## config.mk

```make
export PLATFORM = sky130hd
export DESIGN_NAME = display_scan_ctrl
export DESIGN_NICKNAME = d
export VERILOG_FILES = /design/src/rtl/display_scan_ctrl.sv
export SDC_FILE = /design/constraint.sdc
export NUM_CORES = 1
export LEC_CHECK = 0
export ABC_CLOCK_PERIOD_IN_PS = 2500
export CAP_MARGIN = 20
export CORE_UTILIZATION = 50
export CTS_BUF_LIST = sky130_fd_sc_hd__clkbuf_2
export DETAILED_ROUTE_END_ITERATION = 16
export DONT_BUFFER_PORTS = 1
export PLACE_DENSITY_LB_ADDON = 0.05
export SETUP_SLACK_MARGIN = 0.5
export SLEW_MARGIN = 40
export SYNTH_ARGS = -nofsm -noshare
export SYNTH_HDL_FRONTEND = slang
export SYNTH_SLANG_ARGS = --single-unit
```

## constraint.sdc

```tcl
create_clock -name clk_i -period 2.5 [get_ports clk_i]
set_input_delay 0.25 -clock clk_i [delete_from_list [all_inputs] [get_ports clk_i]]
set_output_delay 0.25 -clock clk_i [all_outputs]
set_load 0.005 [all_outputs]
```

## src/rtl/display_scan_ctrl.sv

```systemverilog
// rtl/display_scan_ctrl.sv - multiplexed 7-segment scan controller (optional blinking under BLINK_EN)
module display_scan_ctrl #(
    parameter int NUM_DIGITS   = 6,
    parameter int CLK_DIV      = 50000,
    parameter int GUARD        = 16
`ifdef BLINK_EN
    ,
    parameter int BLINK_FRAMES = 64
`endif
) (
    input  logic                    clk_i,
    input  logic                    rst_i,
    input  logic [4*NUM_DIGITS-1:0] digits_i,
    input  logic [NUM_DIGITS-1:0]   blank_mask_i,
`ifdef BLINK_EN
    input  logic [NUM_DIGITS-1:0]   blink_mask_i,
`endif
    output logic [3:0]              dec_code_o,
    input  logic [6:0]              seg_in_i,
    output logic [6:0]              seg_out_o,
    output logic [NUM_DIGITS-1:0]   an_o,
    output logic                    frame_start_o
);

    localparam int IDX_W = (NUM_DIGITS > 1) ? $clog2(NUM_DIGITS) : 1;
    localparam int CNT_W = (CLK_DIV > 1) ? $clog2(CLK_DIV) : 1;
    localparam logic [CNT_W-1:0] CNT_MAX   = CNT_W'(CLK_DIV - 1);
    localparam logic [CNT_W-1:0] CNT_GUARD = CNT_W'(GUARD);
    localparam logic [IDX_W-1:0] IDX_MAX   = IDX_W'(NUM_DIGITS - 1);

    localparam logic [0:0] ST_GUARD = 1'b0;
    localparam logic [0:0] ST_DRIVE = 1'b1;

    logic [CNT_W-1:0]        cnt_q, cnt_d;
    logic [IDX_W-1:0]        idx_q, idx_d;
    logic [0:0]              state_q, state_d;
    logic [4*NUM_DIGITS-1:0] snap_q, snap_d;
    logic [3:0]              dec_code_q, dec_code_d;
    logic                    blank_q, blank_d;
    logic [6:0]              seg_q;
    logic                    frame_start_q;

    logic                    frame_edge;
    logic [4*NUM_DIGITS-1:0] src;
    logic [3:0]              nib;
    logic                    blank_now;

`ifdef BLINK_EN
    localparam int FC_W = (BLINK_FRAMES > 1) ? $clog2(BLINK_FRAMES) : 1;
    localparam logic [FC_W-1:0] FC_MAX = FC_W'(BLINK_FRAMES - 1);

    logic [FC_W-1:0] frame_cnt_q, frame_cnt_d;
    logic            blink_phase_q, blink_phase_d;

    always_comb begin
        frame_cnt_d   = frame_cnt_q;
        blink_phase_d = blink_phase_q;
        if (frame_start_q) begin
            if (frame_cnt_q == FC_MAX) begin
                frame_cnt_d   = '0;
                blink_phase_d = ~blink_phase_q;
            end else begin
                frame_cnt_d = frame_cnt_q + 1'b1;
            end
        end
    end

    always_ff @(posedge clk_i) begin
        if (rst_i) begin
            frame_cnt_q   <= '0;
            blink_phase_q <= 1'b0;
        end else begin
            frame_cnt_q   <= frame_cnt_d;
            blink_phase_q <= blink_phase_d;
        end
    end
`endif

    always_comb begin
        cnt_d = (cnt_q == CNT_MAX) ? '0 : cnt_q + 1'b1;
        idx_d = idx_q;
        if (cnt_q == CNT_MAX) begin
            idx_d = (idx_q == IDX_MAX) ? '0 : idx_q + 1'b1;
        end
        state_d = (cnt_d >= CNT_GUARD) ? ST_DRIVE : ST_GUARD;

        frame_edge = (cnt_q == '0) && (idx_q == '0);
        snap_d     = frame_edge ? digits_i : snap_q;
        // Slot 0 reads the word being captured this cycle, not the stale snapshot
        src        = frame_edge ? digits_i : snap_q;

        nib       = 4'hF;
        blank_now = 1'b0;
        for (int i = 0; i < NUM_DIGITS; i++) begin
            if (idx_q == IDX_W'(i)) begin
                nib       = src[4*i +: 4];
`ifdef BLINK_EN
                blank_now = blank_mask_i[i] | (blink_mask_i[i] & blink_phase_q);
`else
                blank_now = blank_mask_i[i];
`endif
            end
        end

        dec_code_d = dec_code_q;
        blank_d    = blank_q;
        if (cnt_q == '0) begin
            dec_code_d = blank_now ? 4'hF : nib;
            blank_d    = blank_now;
        end
    end

    always_ff @(posedge clk_i) begin
        if (rst_i) begin
            cnt_q         <= '0;
            idx_q         <= '0;
            state_q       <= ST_GUARD;
            snap_q        <= '1;
            dec_code_q    <= 4'hF;
            blank_q       <= 1'b1;
            seg_q         <= '0;
            frame_start_q <= 1'b0;
        end else begin
            cnt_q         <= cnt_d;
            idx_q         <= idx_d;
            state_q       <= state_d;
            snap_q        <= snap_d;
            dec_code_q    <= dec_code_d;
            blank_q       <= blank_d;
            seg_q         <= seg_in_i;
            frame_start_q <= frame_edge;
        end
    end

    always_comb begin
        an_o = '1;
        if (state_q == ST_DRIVE && !blank_q) begin
            for (int i = 0; i < NUM_DIGITS; i++) begin
                if (idx_q == IDX_W'(i)) begin
                    an_o[i] = 1'b0;
                end
            end
        end
    end

    assign dec_code_o    = dec_code_q;
    assign seg_out_o     = seg_q;
    assign frame_start_o = frame_start_q;

endmodule
```

==> flow_summary.yaml <==
run_status:
  outcome: "completed"
sta:
  hold_violations: 0
  fin_skew_ns: 0.0240
  final.setup.tns_ns: 0
  rsz0062_at_grt: "yes"
  setup_violations: 0
  max_freq_mhz: 477
  layout_min_cycle_time_ns: 2.09
  worst_slew_pin_slew_ns: 0.643
  slew-limit-headroom_pct: 57.0
  whs_ns: 0.0336
  final_max_slew_viol_count: 0
  finalCritPeriodShare_pct: 83.8
cts:
  clock-sinks: 56
  clock_latency_ns: 0.46
  cts-root-buf: "clkbuf_2"
  clk_pin_slew_ns: 0.30
  clock_path_buffers: 2
  cts_buffers: 5
  cts_tree: "yes"
  htree_levels: 2
critical_path:
  crit-reg2reg-capture: "dec_code_o[1]"
  r2r-start: "cnt_q[0]"
  cp.required_ns: 2.89
  critPathCaptureType: "register"
  crit_type: "register to register"
  r2r_slack_ns: 0.41
  r2r_cells: 8
  timing.critical_path.from_type: "register"
  worstPathArrival_ns: 2.49
  cp_max_fo: 3
power:
  power_mw: 1.88
  combinationalPowerShare_pct: 21.9
  p_seq_share_pct: 53.0
  vdd_drop_max_uv: 355
  p_per_area_nw_per_um2: 525
  p_int_mw: 1.36
  power_switching_share_pct: 27.6
  clkPwrFrac_pct: 25.1
  p_switching_mw: 0.520
  p_leak_nw: 1.41
routing:
  wl_per_cell_um: 17.6
  drc_errors: 0
  viasPerCell: 5.76
  drtIter0Drc: 106
  dr_total_vias: 2450
  wl_um: 7480
  drtAntennaViolNets: 0
  dr.pass1.iters: 4
synth:
  syn-num-nets: 355
  synth-edff-count: 0
  netlist_instances: 313
  synth-main-ff-cell: "dfxtp_1"
  ys_types: 49
  yosysSeqAreaShare_pct: 40.5
  synthArstFlopShare_pct: 0
  yosys_warnings: 0
  synth_area_per_cell_sq_um: 8.85
  ys_seq_elements: 56
  synth_area_sq_um: 2770
flow_run:
  cap_violations: 0
cells_and_area:
  final_cell_mix: "dfxtp_1 (46), nor2_1 (33), dlygate4sd3_1 (31), nor2b_1 (27)"
  area_delta_synth_final_pct: 29.5
  layout_commonest_cell: "dfxtp_1"
  drive_gt1_share_pct: 22.8
  layout.nets: 396
  antenna_cells: 0
  stdcell_count: 425
min_path:
  hold_path_end: "snap_q[14]"
  min_from: "digits_i[14]"
  holdCritPathClass: "primary input to register"
  min_path_cells: 2
die:
  die_w_um: 76.5
  initial_core_util_pct: 52.9
  coreArea_sq_um: 5240
  die_area_sq_um: 5840
  fp-row-count: 26
  io-pin-count: 57
  die_y_um: 76.5
grt:
  grt_max_degree: 42
  overflow: 0
  grt_pass1_wl_um: 11800
  antenna_found_initial: 0
  track_usage_pct: 25.7
  first_global_vias: 2365
place:
  dp.cells: 376
  hpwlAfterDp_um: 4750
  portBuffers: 0
  place_congestion: 0.793
## registers in the layout, summed over array words and instances, names as in the netlist
signal and cells:
seg_out_o 7, dec_code_o 4, state_q 1, cnt_q 16
snap_q 23, idx_q 3, frame_start_o 1, blank_q 1
## metal layers
layer  vias up  global-route usage, %  part of all wire, %
li1       1187                      -                    -
met1      1176                   32.4                   44
met2        74                   43.1                   50
met3        13                   5.63                  4.8
met4         0                   9.04                  1.6
met5         -                      0                    0
## synthesized netlist by cell type (4+ instances only)
| cell | instances | area [sq um] |
|---|---|---|
| or2_2 | 5 | 31.3 |
| dfxtp_1 | 56 | 1120 |
| inv_1 | 10 | 37.5 |
| nor2_1 | 33 | 124 |
| nand4_1 | 5 | 31.3 |
| buf_2 | 6 | 30.0 |
| a21oi_1 | 7 | 35.0 |
| nand3_1 | 7 | 35.0 |
| nand2_1 | 19 | 71.3 |
| o21ai_0 | 9 | 45.0 |
| nand2b_1 | 6 | 37.5 |
| xor2_1 | 11 | 96.3 |
| mux2i_1 | 4 | 40.0 |
| xnor2_1 | 5 | 43.8 |
| clkbuf_1 | 11 | 41.3 |
| nor3_1 | 9 | 45.0 |
| a211oi_1 | 5 | 37.5 |
| a221oi_1 | 4 | 35.0 |
| a31oi_1 | 4 | 25.0 |
| mux2_2 | 5 | 56.3 |
| a211o_1 | 21 | 184 |
| nor2b_1 | 29 | 181 |
## cell families after synthesis
kind of cell / synth area share [%]
compound gates: 16.4
xor+xnor: 5.06
fa+ha+maj: 1.35
buf+inv: 4.88
flops: 40.5
mux: 4.29
simple gates: 27.6
## critical path, stage by stage (launching register included)
cell     delay, ns
dfxtp_4       0.42
inv_4         0.05
ha_4          0.13
nor4b_4       0.22
nand4_1       0.24
nor3_4        0.33
mux2_2        0.39
a21oi_1       0.17
o22ai_1       0.10
## layout make-up
type,count,area [sq um]
Clock buffer,5,25.0
Timing Repair Buffer,55,533
Fill cell,425,1650
Clock inverter,3,46.3
Sequential cell,56,1140
Multi-Input combinational cell,226,1720
Tap cell,70,87.6
Inverter,10,40.0
## what timing repair did
item,in CTS,in global routing
hold buffers,28,4
cloned,0,1
setup endpoints to repair,29,44
hold endpoints to repair,41,4
buffers inserted,6,2
pin swaps,9,9
gates resized for setup,18,22
## power by group through the flow
stage	Sequential [mW]	Clock (mW)	Combinational (mW)
after detailed placement	1.01	0	0.281
after global routing	1.01	0.515	0.446
after CTS	0.996	0.485	0.363
final	0.998	0.473	0.413
after global placement	1.01	0	0.276
after floorplan	0.998	0	0.244
## worst max path at each step
| stage | cells after the start | slack (ns) | endpoint | from |
|---|---|---|---|---|
| 6_report | 8 | 0.41 | dec_code_o[1] | cnt_q[0] |
| 5_1_grt | 9 | 0.30 | dec_code_o[2] | cnt_q[0] |
| 4_1_cts | 9 | 0.34 | dec_code_o[2] | cnt_q[0] |
| 3_5_place_dp | 6 | 0.10 | dec_code_o[1] | cnt_q[10] |
| 3_3_place_gp | 6 | 0.12 | dec_code_o[0] | cnt_q[5] |
| 2_1_floorplan | 10 | 0.35 | dec_code_o[1] | idx_q[1] |
## metrics by stage
stage	cell area, sq um	setup slack (ns)	util, %
floorplan	2860	0.353	-
global placement	2920	0.120	55.8
detailed placement	2920	0.101	55.8
CTS	3410	0.342	65.2
global route	3590	0.299	68.5
finish	3590	0.406	68.5
Power figures use the tool's default switching activity.
